### src/rtl/if_fetch.sv
// Instruction-fetch stage: one outstanding req/gnt + rvalid memory access,
// IF/ID output register backed by a one-entry skid buffer, flush squashing.
module if_fetch #(
    parameter int              AW        = 32,
    parameter int              DW        = 32,
    parameter logic [DW-1:0]   NOP_INSTR = 32'h00000013
) (
    input  logic          clk,
    input  logic          clr,
    input  logic [AW-1:0] pc_in,
    output logic          pc_en,
    output logic          imem_req,
    output logic [AW-1:0] imem_addr,
    input  logic          imem_gnt,
    input  logic          imem_rvalid,
    input  logic [DW-1:0] imem_rdata,
    input  logic          id_ready,
    input  logic          flush,
    output logic          if_id_valid,
    output logic [AW-1:0] if_id_pc,
    output logic [AW-1:0] if_id_pc4,
    output logic [DW-1:0] if_id_instr,
    output logic [1:0]    state_dbg
);

    typedef enum logic [1:0] {IDLE = 2'd0, REQ = 2'd1, WAIT = 2'd2} state_t;

    state_t        state, state_nxt;
    logic          discard;
    logic [AW-1:0] cap_pc;
    logic          out_valid;
    logic [AW-1:0] out_pc;
    logic [DW-1:0] out_instr;
    logic          skid_valid;
    logic          skid_valid_nxt;
    logic [AW-1:0] skid_pc;
    logic [DW-1:0] skid_instr;
    logic          accept;
    logic          to_out;
    logic          to_skid;
    logic          consume;

    // A response is taken only in WAIT, when not marked wrong-path and not being flushed.
    assign accept  = (state == WAIT) && imem_rvalid && !discard && !flush;
    assign to_out  = accept && (!out_valid || id_ready);
    assign to_skid = accept && out_valid && !id_ready;
    assign consume = id_ready && out_valid;

    always_comb begin
        skid_valid_nxt = skid_valid;
        if (flush)
            skid_valid_nxt = 1'b0;
        else if (to_skid)
            skid_valid_nxt = 1'b1;
        else if (consume && !accept)
            skid_valid_nxt = 1'b0;
    end

    always_ff @(posedge clk or negedge clr) begin
        if (!clr)
            state <= IDLE;
        else
            state <= state_nxt;
    end

    always_comb begin
        state_nxt = state;
        case (state)
            IDLE: if (!skid_valid && !flush) state_nxt = REQ;
            REQ: begin
                if (flush)
                    state_nxt = IDLE;
                else if (imem_gnt)
                    state_nxt = WAIT;
            end
            WAIT: begin
                if (imem_rvalid) begin
                    if (discard || flush || skid_valid_nxt)
                        state_nxt = IDLE;
                    else
                        state_nxt = REQ;
                end
            end
            default: state_nxt = IDLE;
        endcase
    end

    always_comb begin
        imem_req = 1'b0;
        pc_en    = 1'b0;
        if (state == REQ) begin
            imem_req = 1'b1;
            pc_en    = imem_gnt && !flush;
        end
    end

    assign imem_addr = {pc_in[AW-1:2], 2'b00};
    assign state_dbg = state;

    // Discard marks an in-flight response as wrong-path after a flush in WAIT.
    always_ff @(posedge clk or negedge clr) begin
        if (!clr) begin
            discard <= 1'b0;
            cap_pc  <= '0;
        end else begin
            if (state == WAIT) begin
                if (imem_rvalid)
                    discard <= 1'b0;
                else if (flush)
                    discard <= 1'b1;
            end
            if (pc_en)
                cap_pc <= pc_in;
        end
    end

    always_ff @(posedge clk or negedge clr) begin
        if (!clr) begin
            out_valid  <= 1'b0;
            out_pc     <= '0;
            out_instr  <= NOP_INSTR;
            skid_valid <= 1'b0;
            skid_pc    <= '0;
            skid_instr <= NOP_INSTR;
        end else begin
            if (flush) begin
                out_valid <= 1'b0;
            end else if (to_out) begin
                out_valid <= 1'b1;
                out_pc    <= cap_pc;
                out_instr <= imem_rdata;
            end else if (consume) begin
                out_valid <= skid_valid;
                if (skid_valid) begin
                    out_pc    <= skid_pc;
                    out_instr <= skid_instr;
                end
            end
            skid_valid <= skid_valid_nxt;
            if (to_skid) begin
                skid_pc    <= cap_pc;
                skid_instr <= imem_rdata;
            end
        end
    end

    assign if_id_valid = out_valid;
    assign if_id_pc    = out_pc;
    assign if_id_pc4   = out_pc + AW'(4);
    assign if_id_instr = out_valid ? out_instr : NOP_INSTR;

endmodule

### config.mk
export PLATFORM = sky130hd
export DESIGN_NAME = if_fetch
export DESIGN_NICKNAME = d
export VERILOG_FILES = /design/src/rtl/if_fetch.sv
export SDC_FILE = /design/constraint.sdc
export NUM_CORES = 1
export LEC_CHECK = 0
export ABC_CLOCK_PERIOD_IN_PS = 2500
export BUFFER_PORTS_ARGS = -buffer_cell sky130_fd_sc_hd__buf_2
export CORE_MARGIN = 2
export CORE_UTILIZATION = 54
export CTS_CLUSTER_SIZE = 16
export DETAILED_ROUTE_END_ITERATION = 10
export PLACE_DENSITY = 0.81
export SETUP_SLACK_MARGIN = 0.1
export SYNTH_ARGS = -nofsm -noshare
export SYNTH_HDL_FRONTEND = slang
export SYNTH_SLANG_ARGS = --single-unit
### constraint.sdc
create_clock -name clk -period 2.5 [get_ports clk]
set_input_delay 0.5 -clock clk [delete_from_list [all_inputs] [get_ports clk]]
set_output_delay 0.5 -clock clk [all_outputs]
set_load 0.02 [all_outputs]
After elaboration in Yosys (flattened, before gate mapping) --
Cells that the tools add are included.
Operators by class: equal/unequal tests 5, add/subtract/negate cells 1, $mul 0, reduce and logical (&&, ||, !) cells 27, bitwise operators 1, $lt $le $gt $ge 0, multiplexer cells 23, shift-type cells 0, divide/modulo/power cells 0
Operators with widths (count):
- $mux 32 | 7
- $add 32x3->32 const B | 1
- $mux 1 | 11
- $logic_and 1x1->1 | 10
- $mux 2 | 4
- $logic_not 1->1 | 6
- $pmux 2 s3 | 1
- $reduce_and 3->1 | 2
- $reduce_bool 2->1 | 3
- $ne 2x2->1 const B | 2
- $logic_or 1x1->1 | 3
- $ne 3x3->1 const B | 1
- $reduce_bool 3->1 | 1
- $eq 2x1->1 const B | 1
- $eq 2x2->1 const B | 1
- $logic_not 2->1 | 1
- $reduce_and 2->1 | 1
- $not 1->1 | 1
Storage, ports and cells: bits in writable memories 0, bits of input ports 70, output and inout port bits 133, bits in latches 0, register bits after elaboration 165, bits in read-only memories 0, logic and storage cells 66, memories kept 0

Depth between registers and ports, before layout --
depth in word-level cells 13, mapped depth 7, depth with buffers taken out 5

Worst setup path before layout --
No wires, ideal clock.
path type register -> output, from register out_pc[2] (netlist: if_id_pc[2]), to output if_id_pc4[20], data required time 2.000 ns, data arrival time 1.856 ns, path buffers 0, stages on the path, launching flop included 6, path slack 0.144 ns, cell sequence dfrtp_1 ha_1 nand4_1 nor4b_2 nand4_1 xnor2_1
On the way: longest elaborated chain between the ends 1
RTL lines:
- start, declared | line 32 | logic [AW-1:0] out_pc;
- start signal, assigned | line 130 | out_pc <= cap_pc;
- start signal, assigned | line 135 | out_pc <= skid_pc;
- $add 32x3->32 | line 149 | assign if_id_pc4 = out_pc + AW'(4);
- end, declared | line 21 | output logic [AW-1:0] if_id_pc4,
No other way between the ends.

Final worst setup path --
from register out_pc[3] (netlist: if_id_pc[3]), to output if_id_pc4[30]
The elaborated chain is that of the path after synthesis.

==> results by group <==
Run status
  – Outcome: finished with violations
  – Failing checks: setup timing

Route
  – Wire per inst: 17.8 um
  – First-pass iteration count of the detailed router: 4
  – Initial DRC count: 258
  – Total wire length: 17.6 mm
  – Antenna-violating nets left: 0
  – Via count: 5,388
  – Number of remaining DRC errors: 0
  – Vias/cell: 5.47

STA
  – Final hold vios: 0
  – Hold slack: 0.0387 ns
  – Fin. max-slew vios: 0
  – Final Setup Violations: 19
  – Slew @ Worst Pin: 0.526 ns
  – Fmax: 378 MHz
  – RSZ-0062 raised after global routing: yes
  – Final WS setup: -0.143 ns
  – Worst Skew: 0.00683 ns
  – Post-route clock period utilization: 106%
  – Crit path time final: 2.64 ns
  – Worst slew margin: 64.9%

Clock tree
  – H-Tree Depth: 4
  – CTS max path bufs: 2
  – TritonCTS clock tree: yes
  – CTS buffer count: 17
  – Hold Buf Count CTS: 0
  – Clk sinks: 165
  – Clock Latency Late Sink: 0.42 ns
  – Clock slew at reported path FFs: 0.06 ns
  – Root Buffer: clkbuf_16

Synthesis
  – Syn_area_per_cell: 14.1 sq um
  – Largest area contributor in the netlist: dfrtp_1
  – Largest family of logic cells by synthesized area: multiplexers
  – #FFs+latches synth: 165
  – Commonest register cell after synthesis: dfrtp_1
  – Synth Area in XOR/XNOR: 2.94%
  – Syn Std Cell Area: 8360 sq um
  – Simple-Gate Fraction of Synth Area: 7.19%
  – Post-synth EDFFs: 0
  – Most common cell in the netlist: mux2_2
  – Async set-reset flop share out of synthesis: 100%
  – Adder-cell share of the synthesized area: 0.150%
  – Ranking of synthesized cells by area: dfrtp_1 48%, mux2_2 22%, mux2_4 10%, buf_4 3.1%, xnor2_1 2.4%
  – Cells after synthesis: 592
  – Yosys top cell area share: 47.6%
  – Sequential area share after synthesis: 49.5%
  – Post-synthesis compound-gate area fraction: 0.913%
  – Yosys cell types: 40
  – Synth Warn #: 0
  – Mux cell area share after synthesis: 32.7%
  – Top post-synthesis cells by count: 162 x mux2_2, 159 x dfrtp_1, 58 x mux2_4, 34 x buf_4, 30 x and2_1

Worst setup path
  – CP max stage cell: dfrtp_1
  – Crit path max fanout: 4
  – Worst Path Arrival: 2.14 ns
  – Critical path type: reg -> out
  – Worst endpoint required time: 2.00 ns
  – Flop2flop setup slack: 0.40 ns
  – Slowest stage delay, CP: 0.37 ns
  – CP Launch Type: register
  – WP buf/inv: 3
  – Family with the most delay on the worst path: buffers and inverters
  – CP Cell Sequence: ha_2 -> nand4_1 -> buf_4 -> nor3_4 -> buf_6 -> nand4_1 -> xnor2_1 -> buf_4
  – CP endpoint kind: primary output

Global routing
  – Global-route wire length before repair: 28.1 mm
  – Overflow after GRT: 0
  – Largest net degree at the start of global routing: 58
  – Vias in the first global route: 5,595
  – All-Layer GR Usage: 22.0%
  – Initial antenna violation count: 1

Floorplanning
  – DIE HEIGHT: 128 um
  – I/O pin cnt: 203
  – Die width: 128 um
  – Core area: 15,100 sq um
  – Starting Density: 55.2%
  – Die area: 16,500 sq um
  – FP Rows: 45

Placed design
  – HPWL Detailed: 12.0 mm
  – I/O Buffers: 200
  – Post-Place Cells: 939
  – Pre-CTS setup slack: 0.205 ns
  – Final Wtd Congestion: 0.811

Power and ir drop
  – Max VDD drop: 538 uV
  – P per Cell Area: 654 nW/um^2
  – Tot Pwr: 6690 uW
  – Leak: 0.00562 uW

Layout
  – Storage cell area: 4150 sq um
  – Final Non-Filler Cells: 985
  – Area grow syn2layout: 22.3%
  – Fill count: 1,043
  – Ant diodes: 0
  – Multi-input logic area: 3850 sq um
  – Proportion of layout cells with a drive suffix above 1: 67.5%
  – Final nets: 855

Job
  – # Max-Cap Violations: 0

Worst hold path
  – HP Class: in -> async
registers in the layout, summed over array words and instances, names as in the netlist:
name,flops
cap_pc,32
discard,1
if_id_pc,32
if_id_valid,1
out_instr,32
skid_instr,32
skid_pc,32
skid_valid,1
state_dbg,2
layer usage:
metal | wire length [um] | part of all wire (%) | global-route usage [%] | vias up
met3 | 716 | 4.1 | 4.20 | 12
met5 | 0 | 0 | 0 | -
met4 | 130 | 0.74 | 6.79 | 0
met1 | 7390 | 42 | 26.8 | 2782
met2 | 9320 | 53 | 39.5 | 157
li1 | - | - | - | 2437
through the flow:
step,TNS [ns],util [%],instance area (sq um)
global placement,0,61.3,9290
finish,-1.46,67.5,10200
global route,-3.23,67.5,10200
detailed placement,0,61.3,9290
CTS,-1.24,66.7,10100
floorplan,0,-,8360
cell type report:
type | instances | area share (%)
Clock buffer | 19 | 4.43
Clock inverter | 13 | 1.21
Inverter | 5 | 0.184
Multi-Input combinational cell | 362 | 37.6
Sequential cell | 165 | 40.7
Tap cell | 188 | 2.30
Timing Repair Buffer | 233 | 13.6
worst reg2reg max path, stage by stage (launching register included):
cell and delay, ns:
dfrtp_1 0.41, and2b_2 0.31, nand4b_4 0.34, buf_4 0.35
mux2_4 0.32, mux2_2 0.26
kinds of logic after synthesis:
family / after synthesis
other: 1
DFF: 165
xor gates and xnor gates: 28
and+or+nand+nor: 94
adders and majority gates: 1
buffers and inverters: 66
muxes: 224
AOI/OAI and AO/OA: 13
repair_timing:
item                                    4_1_cts  5_1_grt
gates cloned                                  1        0
endpoints found under the setup margin       19       22
pin swaps                                    16       11
setup buffers                                11        3
gates resized for setup                      45       24
hold endpoints to repair                      0        0
path summary, 6_finish.rpt:
check / start / endpoint / cells after the start
max in group asynchronous: clr / if_id_pc[10]$_DFFE_PN0P_ / 2
max: if_id_pc[3]$_DFFE_PN0P_ / if_id_pc4[30] / 8
min reg2reg: out_instr[19]$_DFFE_PN0P_ / out_instr[19]$_DFFE_PN0P_ / 1
min: clr / out_instr[22]$_DFFE_PN0P_ / 1
min in group clk: pc_in[1] / cap_pc[1]$_DFFE_PN0P_ / 2
max reg2reg: state_dbg[0]$_DFFE_PN0P_ / out_instr[16]$_DFFE_PN0P_ / 5
cells in the final DEF, fill, tap and decap left out, types with 8 or more instances in the layout:
| cell type | count |
|---|---|
| and2_1 | 30 |
| buf_2 | 182 |
| buf_4 | 39 |
| clkbuf_16 | 17 |
| dfrtp_1 | 145 |
| dfrtp_2 | 14 |
| mux2_2 | 162 |
| mux2_4 | 58 |
| nand3_1 | 8 |
| nand4_1 | 8 |
| xnor2_1 | 17 |
power breakdown:
| group | internal, uW | leakage (uW) | switching [uW] |
|---|---|---|---|
| Clock | 1440 | 0.000277 | 1100 |
| Combinational | 473 | 0.00315 | 454 |
| Sequential | 2990 | 0.00219 | 242 |
(Power assumes the default switching activity.)
